$ cat config.mk
export PLATFORM = sky130hd
export DESIGN_NAME = rc4_stream_xor_flat
export DESIGN_NICKNAME = d
export VERILOG_FILES = /design/src/rtl/rc4_stream_xor_if.sv /design/src/rtl/rc4_stream_xor.sv /design/src/flat_wrapper.sv
export SDC_FILE = /design/constraint.sdc
export NUM_CORES = 1
export LEC_CHECK = 0
export CORE_ASPECT_RATIO = 0.7
export CORE_UTILIZATION = 49
export CTS_BUF_LIST = sky130_fd_sc_hd__clkbuf_8 sky130_fd_sc_hd__clkbuf_16
export CTS_CLUSTER_DIAMETER = 60
export CTS_CLUSTER_SIZE = 8
export DETAILED_ROUTE_END_ITERATION = 8
export PLACE_DENSITY = 0.7
export SLEW_MARGIN = 5
export SYNTH_ARGS = -nofsm -noshare
export SYNTH_HDL_FRONTEND = slang
export SYNTH_SLANG_ARGS = --single-unit
export TNS_END_PERCENT = 20
$ cat constraint.sdc
create_clock -name clk -period 2.89 [get_ports clk]
set_input_delay 0.7225 -clock clk [delete_from_list [all_inputs] [get_ports clk]]
set_output_delay 0.7225 -clock clk [all_outputs]
set_load 0.05 [all_outputs]
$ cat src/rtl/rc4_stream_xor_if.sv
// Port bundle for rc4_stream_xor: start/length control, keystream in, data in, data out, status.
// Handshakes: a byte moves on a rising edge where valid=1 and ready=1; valid holds with stable data until then.
interface rc4_stream_xor_if #(
   parameter int LEN_W = 8
);
   logic             start;
   logic [LEN_W-1:0] msg_len;
   logic             ks_valid;
   logic [7:0]       ks_data;
   logic             ks_ready;
   logic             in_valid;
   logic [7:0]       in_data;
   logic             in_ready;
   logic             out_valid;
   logic [7:0]       out_data;
   logic             out_ready;
   logic             busy;
   logic             done;
   logic [2:0]       state_dbg;

   modport master (
      output start, msg_len, ks_valid, ks_data, in_valid, in_data, out_ready,
      input  ks_ready, in_ready, out_valid, out_data, busy, done, state_dbg
   );

   modport slave (
      input  start, msg_len, ks_valid, ks_data, in_valid, in_data, out_ready,
      output ks_ready, in_ready, out_valid, out_data, busy, done, state_dbg
   );
endinterface

$ cat src/rtl/rc4_stream_xor.sv
// RC4 data path: XORs an input byte stream with FIFO-buffered keystream, one message per start.
// Optional macro RC4_DROP_EN compiles in discarding of the first DROP_N keystream bytes per message.
module rc4_stream_xor #(
   parameter int FIFO_DEPTH = 4,
   parameter int LEN_W      = 8,
   parameter int DROP_N     = 256
) (
   input logic             clk,
   input logic             rst_n,
   rc4_stream_xor_if.slave bus
);
   localparam int PTR_W = $clog2(FIFO_DEPTH);
   localparam int CNT_W = PTR_W + 1;

   if (FIFO_DEPTH < 2 || (FIFO_DEPTH & (FIFO_DEPTH - 1)) != 0 || DROP_N < 1) begin : g_bad_params
      $error("rc4_stream_xor: FIFO_DEPTH must be a power of 2 >= 2 and DROP_N >= 1");
   end

   typedef enum logic [2:0] {
      IDLE = 3'd0,
`ifdef RC4_DROP_EN
      DROP = 3'd1,
`endif
      RUN  = 3'd2,
      LAST = 3'd3,
      DONE = 3'd4
   } state_t;

   state_t           state, state_nxt;
   logic [LEN_W-1:0] len_q, ks_req_cnt, in_cnt;
   logic [7:0]       fifo_mem [FIFO_DEPTH];
   logic [PTR_W-1:0] wr_ptr, rd_ptr;
   logic [CNT_W-1:0] fifo_cnt;
   logic             fifo_full, fifo_empty;
   logic             ks_rdy, in_rdy, push, pop, start_ok;
   logic             out_valid_q;
   logic [7:0]       out_data_q;

   assign fifo_full  = (fifo_cnt == CNT_W'(FIFO_DEPTH));
   assign fifo_empty = (fifo_cnt == '0);
   assign start_ok   = (state == IDLE) && bus.start;
   assign push       = bus.ks_valid && ks_rdy && (state == RUN);
   assign pop        = bus.in_valid && in_rdy;

`ifdef RC4_DROP_EN
   localparam int DROP_W = (DROP_N > 1) ? $clog2(DROP_N) : 1;
   logic [DROP_W-1:0] drop_cnt;

   always_ff @(posedge clk or negedge rst_n) begin
      if (!rst_n)
         drop_cnt <= '0;
      else if (start_ok)
         drop_cnt <= '0;
      else if (state == DROP && bus.ks_valid)
         drop_cnt <= drop_cnt + DROP_W'(1);
   end
`endif

   always_ff @(posedge clk or negedge rst_n) begin
      if (!rst_n) state <= IDLE;
      else        state <= state_nxt;
   end

   always_comb begin
      state_nxt = state;
      ks_rdy    = 1'b0;
      in_rdy    = 1'b0;
      case (state)
         IDLE: begin
            if (bus.start) begin
               if (bus.msg_len == '0)
                  state_nxt = DONE;
               else begin
`ifdef RC4_DROP_EN
                  state_nxt = DROP;
`else
                  state_nxt = RUN;
`endif
               end
            end
         end
`ifdef RC4_DROP_EN
         DROP: begin
            ks_rdy = 1'b1;
            if (bus.ks_valid && drop_cnt == DROP_W'(DROP_N - 1))
               state_nxt = RUN;
         end
`endif
         RUN: begin
            // Keystream fetch is capped at len so no byte leaks into the next message.
            ks_rdy = !fifo_full && (ks_req_cnt < len_q);
            in_rdy = !fifo_empty && (!out_valid_q || bus.out_ready);
            if (bus.in_valid && in_rdy && in_cnt == len_q - LEN_W'(1))
               state_nxt = LAST;
         end
         LAST: begin
            if (out_valid_q && bus.out_ready)
               state_nxt = DONE;
         end
         DONE:    state_nxt = IDLE;
         default: state_nxt = IDLE;
      endcase
   end

   always_ff @(posedge clk or negedge rst_n) begin
      if (!rst_n) begin
         len_q      <= '0;
         ks_req_cnt <= '0;
         in_cnt     <= '0;
      end else if (start_ok) begin
         len_q      <= bus.msg_len;
         ks_req_cnt <= '0;
         in_cnt     <= '0;
      end else begin
         if (push) ks_req_cnt <= ks_req_cnt + LEN_W'(1);
         if (pop)  in_cnt     <= in_cnt + LEN_W'(1);
      end
   end

   always_ff @(posedge clk) begin
      if (push) fifo_mem[wr_ptr] <= bus.ks_data;
   end

   always_ff @(posedge clk or negedge rst_n) begin
      if (!rst_n) begin
         wr_ptr   <= '0;
         rd_ptr   <= '0;
         fifo_cnt <= '0;
      end else begin
         if (push) wr_ptr <= wr_ptr + PTR_W'(1);
         if (pop)  rd_ptr <= rd_ptr + PTR_W'(1);
         case ({push, pop})
            2'b10:   fifo_cnt <= fifo_cnt + CNT_W'(1);
            2'b01:   fifo_cnt <= fifo_cnt - CNT_W'(1);
            default: fifo_cnt <= fifo_cnt;
         endcase
      end
   end

   // Output register: a new byte may replace the old one only in the cycle it is taken.
   always_ff @(posedge clk or negedge rst_n) begin
      if (!rst_n) begin
         out_valid_q <= 1'b0;
         out_data_q  <= 8'h00;
      end else if (pop) begin
         out_valid_q <= 1'b1;
         out_data_q  <= bus.in_data ^ fifo_mem[rd_ptr];
      end else if (bus.out_ready) begin
         out_valid_q <= 1'b0;
      end
   end

   assign bus.ks_ready  = ks_rdy;
   assign bus.in_ready  = in_rdy;
   assign bus.out_valid = out_valid_q;
   assign bus.out_data  = out_data_q;
   assign bus.busy      = (state != IDLE) && (state != DONE);
   assign bus.done      = (state == DONE);
   assign bus.state_dbg = state;
endmodule

$ cat src/flat_wrapper.sv
// flat-port wrapper written by rule: the top's interface ports become plain ports
module rc4_stream_xor_flat 
#(
   parameter int FIFO_DEPTH = 4,
   parameter int LEN_W      = 8,
   parameter int DROP_N     = 256
)
  (clk, rst_n, bus_start, bus_msg_len, bus_ks_valid, bus_ks_data, bus_in_valid, bus_in_data, bus_out_ready, bus_ks_ready, bus_in_ready, bus_out_valid, bus_out_data, bus_busy, bus_done, bus_state_dbg);
  rc4_stream_xor_if #(.LEN_W(LEN_W)) bus_i ();
  input logic clk;
  input logic rst_n;
  input wire logic [$bits(bus_i.start)-1:0] bus_start;
  input wire logic [$bits(bus_i.msg_len)-1:0] bus_msg_len;
  input wire logic [$bits(bus_i.ks_valid)-1:0] bus_ks_valid;
  input wire logic [$bits(bus_i.ks_data)-1:0] bus_ks_data;
  input wire logic [$bits(bus_i.in_valid)-1:0] bus_in_valid;
  input wire logic [$bits(bus_i.in_data)-1:0] bus_in_data;
  input wire logic [$bits(bus_i.out_ready)-1:0] bus_out_ready;
  output wire logic [$bits(bus_i.ks_ready)-1:0] bus_ks_ready;
  output wire logic [$bits(bus_i.in_ready)-1:0] bus_in_ready;
  output wire logic [$bits(bus_i.out_valid)-1:0] bus_out_valid;
  output wire logic [$bits(bus_i.out_data)-1:0] bus_out_data;
  output wire logic [$bits(bus_i.busy)-1:0] bus_busy;
  output wire logic [$bits(bus_i.done)-1:0] bus_done;
  output wire logic [$bits(bus_i.state_dbg)-1:0] bus_state_dbg;
  assign bus_i.start = bus_start;
  assign bus_i.msg_len = bus_msg_len;
  assign bus_i.ks_valid = bus_ks_valid;
  assign bus_i.ks_data = bus_ks_data;
  assign bus_i.in_valid = bus_in_valid;
  assign bus_i.in_data = bus_in_data;
  assign bus_i.out_ready = bus_out_ready;
  assign bus_ks_ready = bus_i.ks_ready;
  assign bus_in_ready = bus_i.in_ready;
  assign bus_out_valid = bus_i.out_valid;
  assign bus_out_data = bus_i.out_data;
  assign bus_busy = bus_i.busy;
  assign bus_done = bus_i.done;
  assign bus_state_dbg = bus_i.state_dbg;
  rc4_stream_xor #(.FIFO_DEPTH(FIFO_DEPTH), .LEN_W(LEN_W), .DROP_N(DROP_N)) u_core (.clk(clk), .rst_n(rst_n), .bus(bus_i));
endmodule
==> results of run 1 <==
-- layout make-up --
cell class | instances | area [um2] | area share
Clock inverter | 6 | 70.1 | 0.0153
Inverter | 19 | 71.3 | 0.0156
Multi-Input combinational cell | 211 | 1590 | 0.347
Clock buffer | 10 | 149 | 0.0325
Sequential cell | 75 | 2040 | 0.445
Tap cell | 98 | 123 | 0.0268
Timing Repair Buffer | 55 | 541 | 0.118
-- metal layers --
layer,routed length [um],share of wire,vias up
met5,0,0,-
li1,-,-,1228
met3,365,0.048,7
met2,3320,0.44,49
met1,3890,0.51,1215
met4,53,0.0069,0
-- synth_stat cells, types with 2 or more instances --
| library cell | instances |
|---|---|
| a311oi_1 | 3 |
| inv_1 | 17 |
| and3_1 | 5 |
| nand4_1 | 8 |
| clkbuf_1 | 8 |
| dfrtp_1 | 43 |
| nor2_1 | 16 |
| nand3_1 | 7 |
| a31oi_1 | 7 |
| nand2_1 | 40 |
| nor3_1 | 2 |
| nand2b_1 | 6 |
| xor2_1 | 11 |
| inv_2 | 2 |
| a21oi_1 | 7 |
| edfxtp_1 | 32 |
| mux2i_1 | 8 |
| and2_1 | 5 |
| o21ai_0 | 22 |
| ha_1 | 15 |
| buf_2 | 3 |
| mux4_2 | 8 |
| a21o_1 | 2 |
| xnor2_1 | 20 |
-- worst paths after layout --
check / slack, ns / end / cells past startpoint
setup / recovery: 0.15 / bus_ks_ready / 6
hold / removal: 0.37 / u_core.bus.out_data[0]$_DFFE_PN0P_ / 1
setup reg to reg: 0.22 / u_core.fifo_cnt[1]$_DFFE_PN0P_ / 11
hold reg to reg: 0.48 / u_core.bus.out_data[0]$_DFFE_PN0P_ / 2
max in group asynchronous: 1.94 / u_core.fifo_cnt[0]$_DFFE_PN0P_ / 2
min in group clk: 0.48 / u_core.bus.out_data[0]$_DFFE_PN0P_ / 2
-- worst max-delay path, stage by stage (launching register included) --
cell	delay [ns]
dfrtp_1	0.44
ha_1	0.34
a21o_1	0.20
a21oi_2	0.17
o21ai_4	0.11
a31oi_2	0.24
buf_12	0.17
-- power by group through the flow --
stage	Combinational, mW	Sequential (mW)	Clock, mW
3_3_place_gp	1.98	1.73	0
5_1_grt	2.29	1.77	0.923
2_1_floorplan	1.26	1.87	0
4_1_cts	2.06	1.73	0.873
3_5_place_dp	2.03	1.75	0
6_report	2.10	1.72	0.857
-- through the flow --
stage,std cells,setup slack (ns),area [um2],hold WS (ns),power [mW]
after floorplan,316,0.0728,3730,0.427,3.12
after global placement,456,0.219,4330,0.461,3.71
after detailed placement,456,0.164,4330,0.472,3.78
after CTS,472,0.0279,4550,0.378,4.66
after global routing,474,0.00614,4580,0.391,4.98
final,474,0.148,4580,0.366,4.68
-- sequential cells by signal (all words and copies together) (netlist names) --
register	cells
u_core.bus.out_data	8
u_core.bus.out_valid	1
u_core.bus.state_dbg	3
u_core.fifo_cnt	3
u_core.fifo_mem	32
u_core.in_cnt	8
u_core.ks_req_cnt	8
u_core.len_q	8
u_core.rd_ptr	2
u_core.wr_ptr	2
-- layout by cell type, fill, tap and decap left out, drive strengths merged, types with 7 or more instances in the layout --
master / count
mux2i: 8
nand3: 7
inv: 20
dfrtp: 43
nand2: 40
nor2: 16
xor2: 11
a31oi: 8
edfxtp: 32
buf: 13
xnor2: 20
nand4: 8
o21ai: 23
a21oi: 8
mux4: 8
ha: 15
clkdlybuf4s50: 42
clkbuf: 10
nand2b: 7
-- timing repair --
item | 4_1_cts | 5_1_grt
setup endpoints to repair | 1 | 2
pin swaps | 1 | 1
resized for setup | 2 | 2
setup buffers | 0 | 2
-- cells by family after synthesis --
kind of cell	share of synthesized area
AND/OR/NAND/NOR	0.142
flip-flops	0.547
AO/OA/AOI/OAI	0.0786
XOR/XNOR	0.0729
buffers and inverters	0.0312
multiplexers	0.0729
adder cells (fa/ha/maj)	0.0557
==> summary.txt, run 1 <==
Power and ir drop
  – Clock network fraction of total power: 0.183
  – Net Sw Frac: 0.411
  – Pwr/cell area: just over 1000 mW/mm2
  – Power share of the sequential group: 0.368
  – Pleak: roughly 1.9 nW
  – Worst vdd ir: about 470 uV
  – Combinational Power Share: 0.448
  – Internal: ~2.8 mW
  – Switching Power: 1.92 mW

Run status
  – Status: finished clean

Timing
  – Final Critical Period: 2.74 ns
  – Hold Fails Final Rpt: 0
  – Skew final: ~0.013 ns
  – Sum Neg Setup Slack: 0 ns
  – Final setup viols: 0
  – Max_slew headroom: 0.598
  – Fin. max-slew vios: 0
  – Post-route clock period utilization: 0.949
  – Fmax: 0.365 GHz
  – Worst Max-Slew Pin Slew: ~0.6 ns
  – RSZ-0062 raised after global routing: false

Global route
  – First-pass GRT wire length: 12,100 um
  – GR Overflow Total: 0
  – GR Layer Usage met3: 0.0684
  – Initial antenna violation count: 1
  – Largest net degree at the start of global routing: 28
  – Met1 global-route usage: 0.299
  – All-Layer GR Usage: 0.207
  – Met2 Use GR: 0.308
  – Most crowded layer after global routing: met2
  – Vias in the first global route: about 2.4k

Place
  – Port-buffer cells: between 40 and 50
  – HPWL after DPL: roughly 5600 um
  – GPL Wtd Cong: roughly 0.8

Cells and area
  – # fillers: 588
  – # nets final: between 400 and 500
  – Layout cell share with drive strength beyond 1: 0.144
  – # diodes: 0
  – Final core utilization: 0.626
  – Area growth, synth to finish: 22.9%

Routing
  – Wirelength per Cell: 16.1 um
  – DRT iter0 DRCs: roughly 130
  – Residual DRC count: 0
  – Drt pass-1 iters: 4
  – Drt via density: ~5.3
  – Final ANT Viol Nets: 0
  – DR vias: 2,499
  – Routed WL: between 7000 and 8000 um

Clock network
  – Clk root buf: clkbuf_8
  – CTS sink count: 75
  – Clk buf depth: 2
  – CTS tree: yes
  – Insertion delay to the later sink of the worst-skew pair: roughly 0.35 ns
  – Htree depth: 3
  – CTS buffer count: 9
  – CTS Hold Bufs: 0
  – Clk slew on worst S/H paths: about 0.090 ns

Yosys
  – Post-synth EDFFs: 32
  – Gate count after technology mapping: 316
  – Synthesized Nets: 362
  – Synth unique cells: 43
  – Post-synth ARST share: 0.573
  – Yosys top cell by area: dfrtp_1
  – Top cells by area, synth: dfrtp_1, edfxtp_1, ha_1
  – Top_reg_cell synth: dfrtp_1
  – Avg Cell Area, Syn: between 10 and 15 um2
  – Area share of the largest cell type after synthesis: 0.289
  – Mapped cell area: 0.00373 mm2
  – Syn. warnings: 0
  – Register area share after synthesis: 0.547
  – #FFs+latches synth: 75

Critical path
  – CP Data Arrival Time: 2.02 ns
  – Setup crit end kind: output pin
  – CP startpoint kind: register
  – CP Max Fanout: 5
  – Worst path required time: 2.17 ns
  – Critical register-to-register path startpoint: u_core.len_q[7]$_DFFE_PN0P_
  – Crit path from: u_core.ks_req_cnt[4]$_DFFE_PN0P_
  – Setup CP Type: register to output pin

Floorplanning
  – Die area: about 0.008 mm2
  – Initial core utilization: 0.509
  – # IOs: 46
  – Die Y-Extent: roughly 75 um
  – # rows: 26
  – Core area: approximately 0.0073 mm2
  – Die width: between 100 and 150 um

Flow run
  – Max cap viols: 0

Hold path
  – Min-delay worst type: primary input to asynchronous set/reset pin
(Power assumes the default switching activity.)
==> run 2: changes to the inputs <==
- CAP_MARGIN: default -> 10
- RECOVER_POWER: default -> 50
==> run 2 against run 1 <==
Effect of this change:
- global-route usage did not move
- flip-flop and latch count did not move
- combinational power barely moved
- critical path depth rose by 1
==> summary.txt, run 2 (synthesis gave the netlist of run 1 again) <==
Cells and area
  – Non-filler instance count after layout: around 470
  – Most common cell after layout, fill and taps aside: dfrtp_1
  – # diodes: 0
  – Largest reg by FF count: u_core.fifo_mem
  – # nets final: 417
  – Largest register FFs: 32
  – # fillers: 594
  – Area growth, synth to finish: 22.6%
  – Commonest non-fill, non-tap cells in the layout: dfrtp_1, nand2_1, clkdlybuf4s50_1, edfxtp_1, o21ai_0
  – Layout cell share with drive strength beyond 1: 0.133

Power and ir drop
  – Internal: 2.75 mW
  – Switching Power: roughly 1.9 mW
  – Power share of the sequential group: 0.369
  – Pwr/cell area: roughly 1000 mW/mm2
  – Pleak: roughly 1.9 nW
  – Net Sw Frac: 0.411
  – Combinational Power Share: 0.448
  – Total Power: 4.67 mW
  – Clock network fraction of total power: 0.184
  – Worst vdd ir: roughly 470 uV

Floorplanning
  – Core area: 0.00732 mm2
  – Die area: ~0.008 mm2
  – # IOs: 46
  – Die Y-Extent: 75.0 um
  – # rows: 26
  – Die width: around 110 um
  – Initial core utilization: 0.509

Clock network
  – Clk buf depth: 2
  – Clk root buf: clkbuf_8
  – Clk slew on worst S/H paths: roughly 0.09 ns
  – CTS sink count: 75
  – CTS buffer count: 9
  – CTS tree: yes
  – Htree depth: 3
  – Insertion delay to the later sink of the worst-skew pair: 0.35 ns
  – CTS Hold Bufs: 0

Global route
  – GR Layer Usage met3: 0.0684
  – Vias in the first global route: 2,389
  – All-Layer GR Usage: 0.207
  – GR Overflow Total: 0
  – Met1 global-route usage: 0.299
  – Most crowded layer after global routing: met2
  – Largest net degree at the start of global routing: 28
  – Initial antenna violation count: 1
  – First-pass GRT wire length: 12,100 um
  – Met2 Use GR: 0.308

Routing
  – DRT iter0 DRCs: approximately 120
  – Drt pass-1 iters: 4
  – Final ANT Viol Nets: 0
  – Residual DRC count: 0
  – Drt via density: 5.27
  – DR vias: between 2k and 2.5k
  – Wirelength per Cell: 16.1 um
  – Routed WL: approximately 7600 um

Critical path
  – Setup CP Type: register to output pin
  – CP Max Fanout: 5
  – Reg2Reg Setup Slack: approximately 0.22 ns
  – Critical register-to-register path startpoint: u_core.len_q[7]$_DFFE_PN0P_
  – Setup crit end kind: output pin
  – R2r endpoint: u_core.fifo_cnt[1]$_DFFE_PN0P_
  – CP Data Arrival Time: 2.02 ns
  – Crit path from: u_core.len_q[1]$_DFFE_PN0P_
  – CP startpoint kind: register
  – Worst path required time: roughly 2.2 ns
  – R2R depth: 11

Timing
  – Fmax: approximately 0.36 GHz
  – Sum Neg Setup Slack: 0 ns
  – Skew final: ~0.013 ns
  – Post-route clock period utilization: 0.949
  – Max_slew headroom: 0.0596
  – Final worst slack: between 0.1 and 0.15 ns
  – Final setup viols: 0
  – Worst Max-Slew Pin Slew: around 1.4 ns
  – Final Critical Period: between 2 and 3 ns
  – Fin. max-slew vios: 0
  – RSZ-0062 raised after global routing: false
  – Hold WS: 0.484 ns
  – Hold Fails Final Rpt: 0

Place
  – Pre-CTS setup slack: around 0.16 ns
  – HPWL after DPL: between 5000 and 6000 um
  – Port-buffer cells: 45
  – GPL Wtd Cong: approximately 0.79
  – Placed Cells incl. Taps: around 460

Flow run
  – Max cap viols: 0

Run status
  – Status: finished clean

Hold path
  – Min-delay src: u_core.bus.out_data[0]$_DFFE_PN0P_
  – Hold Path Stages: 2
  – Min-delay worst type: register to register
  – WHS Endpoint: u_core.bus.out_data[0]$_DFFE_PN0P_
-- run 2: cell count changes in the layout (fill, tap and decap cells not counted), sizes merged --
| cell | change |
|---|---|
| clkbuf | +4 |
| buf | -4 |
| dlygate4sd3 | +9 |
| clkdlybuf4s50 | -9 |
-- run 2: routing by layer --
layer	routed length, um	vias up
met4	53	0
met2	3320	53
li1	-	1228
met5	0	-
met3	417	7
met1	3820	1211
-- run 2: how the worst max path moves through the flow --
| stage | end | slack [ns] | depth (start not counted) |
|---|---|---|---|
| 5_1_grt | u_core.fifo_cnt[2]$_DFFE_PN0P_ | 0.006 | 12 |
| 3_3_place_gp | u_core.fifo_cnt[2]$_DFFE_PN0P_ | 0.22 | 10 |
| 4_1_cts | bus_ks_ready | 0.03 | 7 |
| 3_5_place_dp | u_core.fifo_cnt[1]$_DFFE_PN0P_ | 0.16 | 11 |
| 2_1_floorplan | bus_ks_ready | 0.07 | 6 |
| 6_report | bus_ks_ready | 0.15 | 7 |
-- run 2: metrics by stage --
step           utilization  cell area (um2)
2_1_floorplan            -             3730
3_3_place_gp         0.591             4330
3_5_place_dp         0.591             4330
4_1_cts              0.622             4550
5_1_grt              0.624             4570
6_report             0.624             4570
-- run 2: area by class of cell --
class	instances	area, um2	share of cell area
repair buffers	55	528	0.116
flip-flops and latches	75	2040	0.446
clock buffers	10	149	0.0326
multi-input cells	211	1590	0.348
well taps	98	123	0.0268
clock inverters	6	70.1	0.0153
inverters	19	71.3	0.0156
-- run 2: timing repair --
action                     CTS  global route
pin swaps                    1             1
setup endpoints to repair    1             2
setup buffers                0             2
gates resized for setup      2             2
-- run 2: critical path, stage by stage (launching register included) --
cell and delay [ns]:
dfrtp_1 0.40, inv_1 0.12, ha_1 0.24, a21o_1 0.16, a21oi_1 0.23, o21ai_4 0.11
a31oi_2 0.24, buf_12 0.17
-- run 2: power groups by stage --
stage / clock network (mW) / logic (mW) / registers (mW)
floorplan: 0 / 1.26 / 1.87
global placement: 0 / 1.98 / 1.73
detailed placement: 0 / 2.03 / 1.75
CTS: 0.873 / 2.06 / 1.73
global route: 0.923 / 2.29 / 1.77
finish: 0.858 / 2.09 / 1.72
==> run 3: changes to the inputs <==
- REMOVE_ABC_BUFFERS: default -> 1
==> run 3 against run 2 <==
Effect of this change:
- global-route usage decreased by 1.8 points
- non-clock buffer count down 5
- sequential power about the same
- critical endpoint unchanged
- largest power group unchanged
- highest routed layer unchanged
==> summary.txt, run 3 (synthesis gave the netlist of run 1 again) <==
Power and ir drop
  – Pwr/cell area: between 1000 and 1500 mW/mm2
  – Worst vdd ir: 396 uV
  – Pleak: about 1.9 nW

Clock network
  – CTS Hold Bufs: 0
  – Clk buf depth: 2
  – Htree depth: 3
  – CTS buffer count: 9
  – Insertion delay to the later sink of the worst-skew pair: approximately 0.34 ns
  – CTS tree: yes
  – CTS sink count: 75
  – Clk root buf: clkbuf_8
  – Clk slew on worst S/H paths: approximately 0.08 ns

Floorplanning
  – # rows: 26
  – Die width: around 110 um
  – Die Y-Extent: 75.0 um
  – Die area: 0.00796 mm2
  – Core area: roughly 0.0073 mm2
  – Initial core utilization: 0.509
  – # IOs: between 40 and 50

Timing
  – Hold WS: approximately 0.48 ns
  – Fmax: about 0.36 GHz
  – Sum Neg Setup Slack: 0 ns
  – Final worst slack: about 0.096 ns
  – RSZ-0062 raised after global routing: true
  – Post-route clock period utilization: 0.967
  – Skew final: 0.0102 ns
  – Worst Max-Slew Pin Slew: approximately 1.1 ns
  – Fin. max-slew vios: 0
  – Final Critical Period: between 2 and 3 ns
  – Hold Fails Final Rpt: 0
  – Final setup viols: 0
  – Max_slew headroom: 0.277

Global route
  – GR Overflow Total: 0
  – All-Layer GR Usage: 0.190
  – Largest net degree at the start of global routing: 44
  – First-pass GRT wire length: 11,300 um
  – Initial antenna violation count: 0
  – Vias in the first global route: 2,299

Place
  – Placed Area: 0.00431 mm2
  – Port-buffer cells: 45
  – HPWL after DPL: 5010 um
  – Pre-CTS setup slack: 0.187 ns
  – GPL Wtd Cong: ~0.78

Routing
  – Routed WL: 6960 um
  – DRT iter0 DRCs: between 100 and 150
  – Final ANT Viol Nets: 0
  – Residual DRC count: 0
  – DR vias: 2,483
  – Drt via density: between 5 and 6
  – Wirelength per Cell: 14.8 um
  – Drt pass-1 iters: 4

Hold path
  – WHS Endpoint: u_core.bus.out_data[7]$_DFFE_PN0P_
  – Min-delay src: u_core.bus.out_data[7]$_DFFE_PN0P_
  – Hold Path Stages: 2
  – Min-delay worst type: register to register

Critical path
  – CP Max Fanout: 8
  – CP startpoint kind: register
  – Setup CP Type: register to output pin
  – Setup crit end kind: output pin
  – Reg2Reg Setup Slack: 0.13 ns
  – R2r endpoint: u_core.fifo_cnt[2]$_DFFE_PN0P_
  – R2R depth: 12
  – Worst path required time: roughly 2.2 ns
  – CP Data Arrival Time: 2.07 ns
  – Critical register-to-register path startpoint: u_core.ks_req_cnt[1]$_DFFE_PN0P_

Cells and area
  – Area growth, synth to finish: 21.8%
  – Largest reg by FF count: u_core.fifo_mem
  – Design Area, Final: 0.00454 mm2
  – Largest register FFs: 32
  – # nets final: just over 400
  – Layout cell share with drive strength beyond 1: 0.124
  – Most common cell after layout, fill and taps aside: dfrtp_1
  – # fillers: ~580
  – Commonest non-fill, non-tap cells in the layout: dfrtp_1, nand2_1, clkdlybuf4s50_1, edfxtp_1, o21ai_0
  – # diodes: 0

Run status
  – Status: finished clean

Flow run
  – Max cap viols: 0
run 3: metal layers:
layer	wire, um	global-route usage	vias up
met5	0	0	-
met4	56	0.0772	0
met3	209	0.0459	6
met2	3120	0.278	44
met1	3570	0.274	1208
li1	-	-	1225
run 3: layout make-up:
type | count | area [um2] | area share
Clock buffer | 9 | 124 | 0.0273
Clock inverter | 7 | 93.8 | 0.0207
Inverter | 19 | 71.3 | 0.0157
Multi-Input combinational cell | 211 | 1590 | 0.350
Sequential cell | 75 | 2040 | 0.449
Tap cell | 98 | 123 | 0.0270
Timing Repair Buffer | 50 | 502 | 0.111
run 3: worst max path at each step:
stage / start / to / depth (start not counted) / slack [ns]
floorplan: u_core.bus.state_dbg[1]$_DFFE_PN0P_ / u_core.fifo_cnt[2]$_DFFE_PN0P_ / 9 / 0.03
global placement: bus_out_ready / u_core.fifo_cnt[2]$_DFFE_PN0P_ / 10 / 0.23
detailed placement: u_core.len_q[4]$_DFFE_PN0P_ / u_core.fifo_cnt[1]$_DFFE_PN0P_ / 11 / 0.19
CTS: u_core.len_q[4]$_DFFE_PN0P_ / bus_ks_ready / 7 / 0.002
global route: u_core.len_q[5]$_DFFE_PN0P_ / u_core.fifo_cnt[2]$_DFFE_PN0P_ / 12 / -0.02
finish: u_core.len_q[4]$_DFFE_PN0P_ / bus_ks_ready / 7 / 0.1
run 3: where the power goes:
part	total (mW)	internal [mW]	switching, mW
clock	0.868	0.484	0.384
combinational	2.01	0.873	1.14
sequential	1.72	1.40	0.325
total	4.60	2.75	1.85
run 3: through the flow:
step / util / total power, mW / cells
4_1_cts: 0.619 / 4.62 / 469
3_3_place_gp: 0.588 / 3.68 / 453
2_1_floorplan: - / 3.10 / 305
3_5_place_dp: 0.588 / 3.73 / 453
6_report: 0.620 / 4.60 / 469
5_1_grt: 0.620 / 4.91 / 469
run 3: what timing repair did:
action | 4_1_cts | 5_1_grt
pin swaps | 1 | 0
setup endpoints to repair | 1 | 3
gates resized for setup | 1 | 3
setup buffers | 0 | 0
run 3: critical path, stage by stage (launching register included):
cell	delay (ns)
dfrtp_1	0.42
inv_2	0.09
ha_1	0.30
a21o_1	0.18
a21oi_1	0.17
o21ai_2	0.17
a31oi_4	0.24
buf_12	0.16
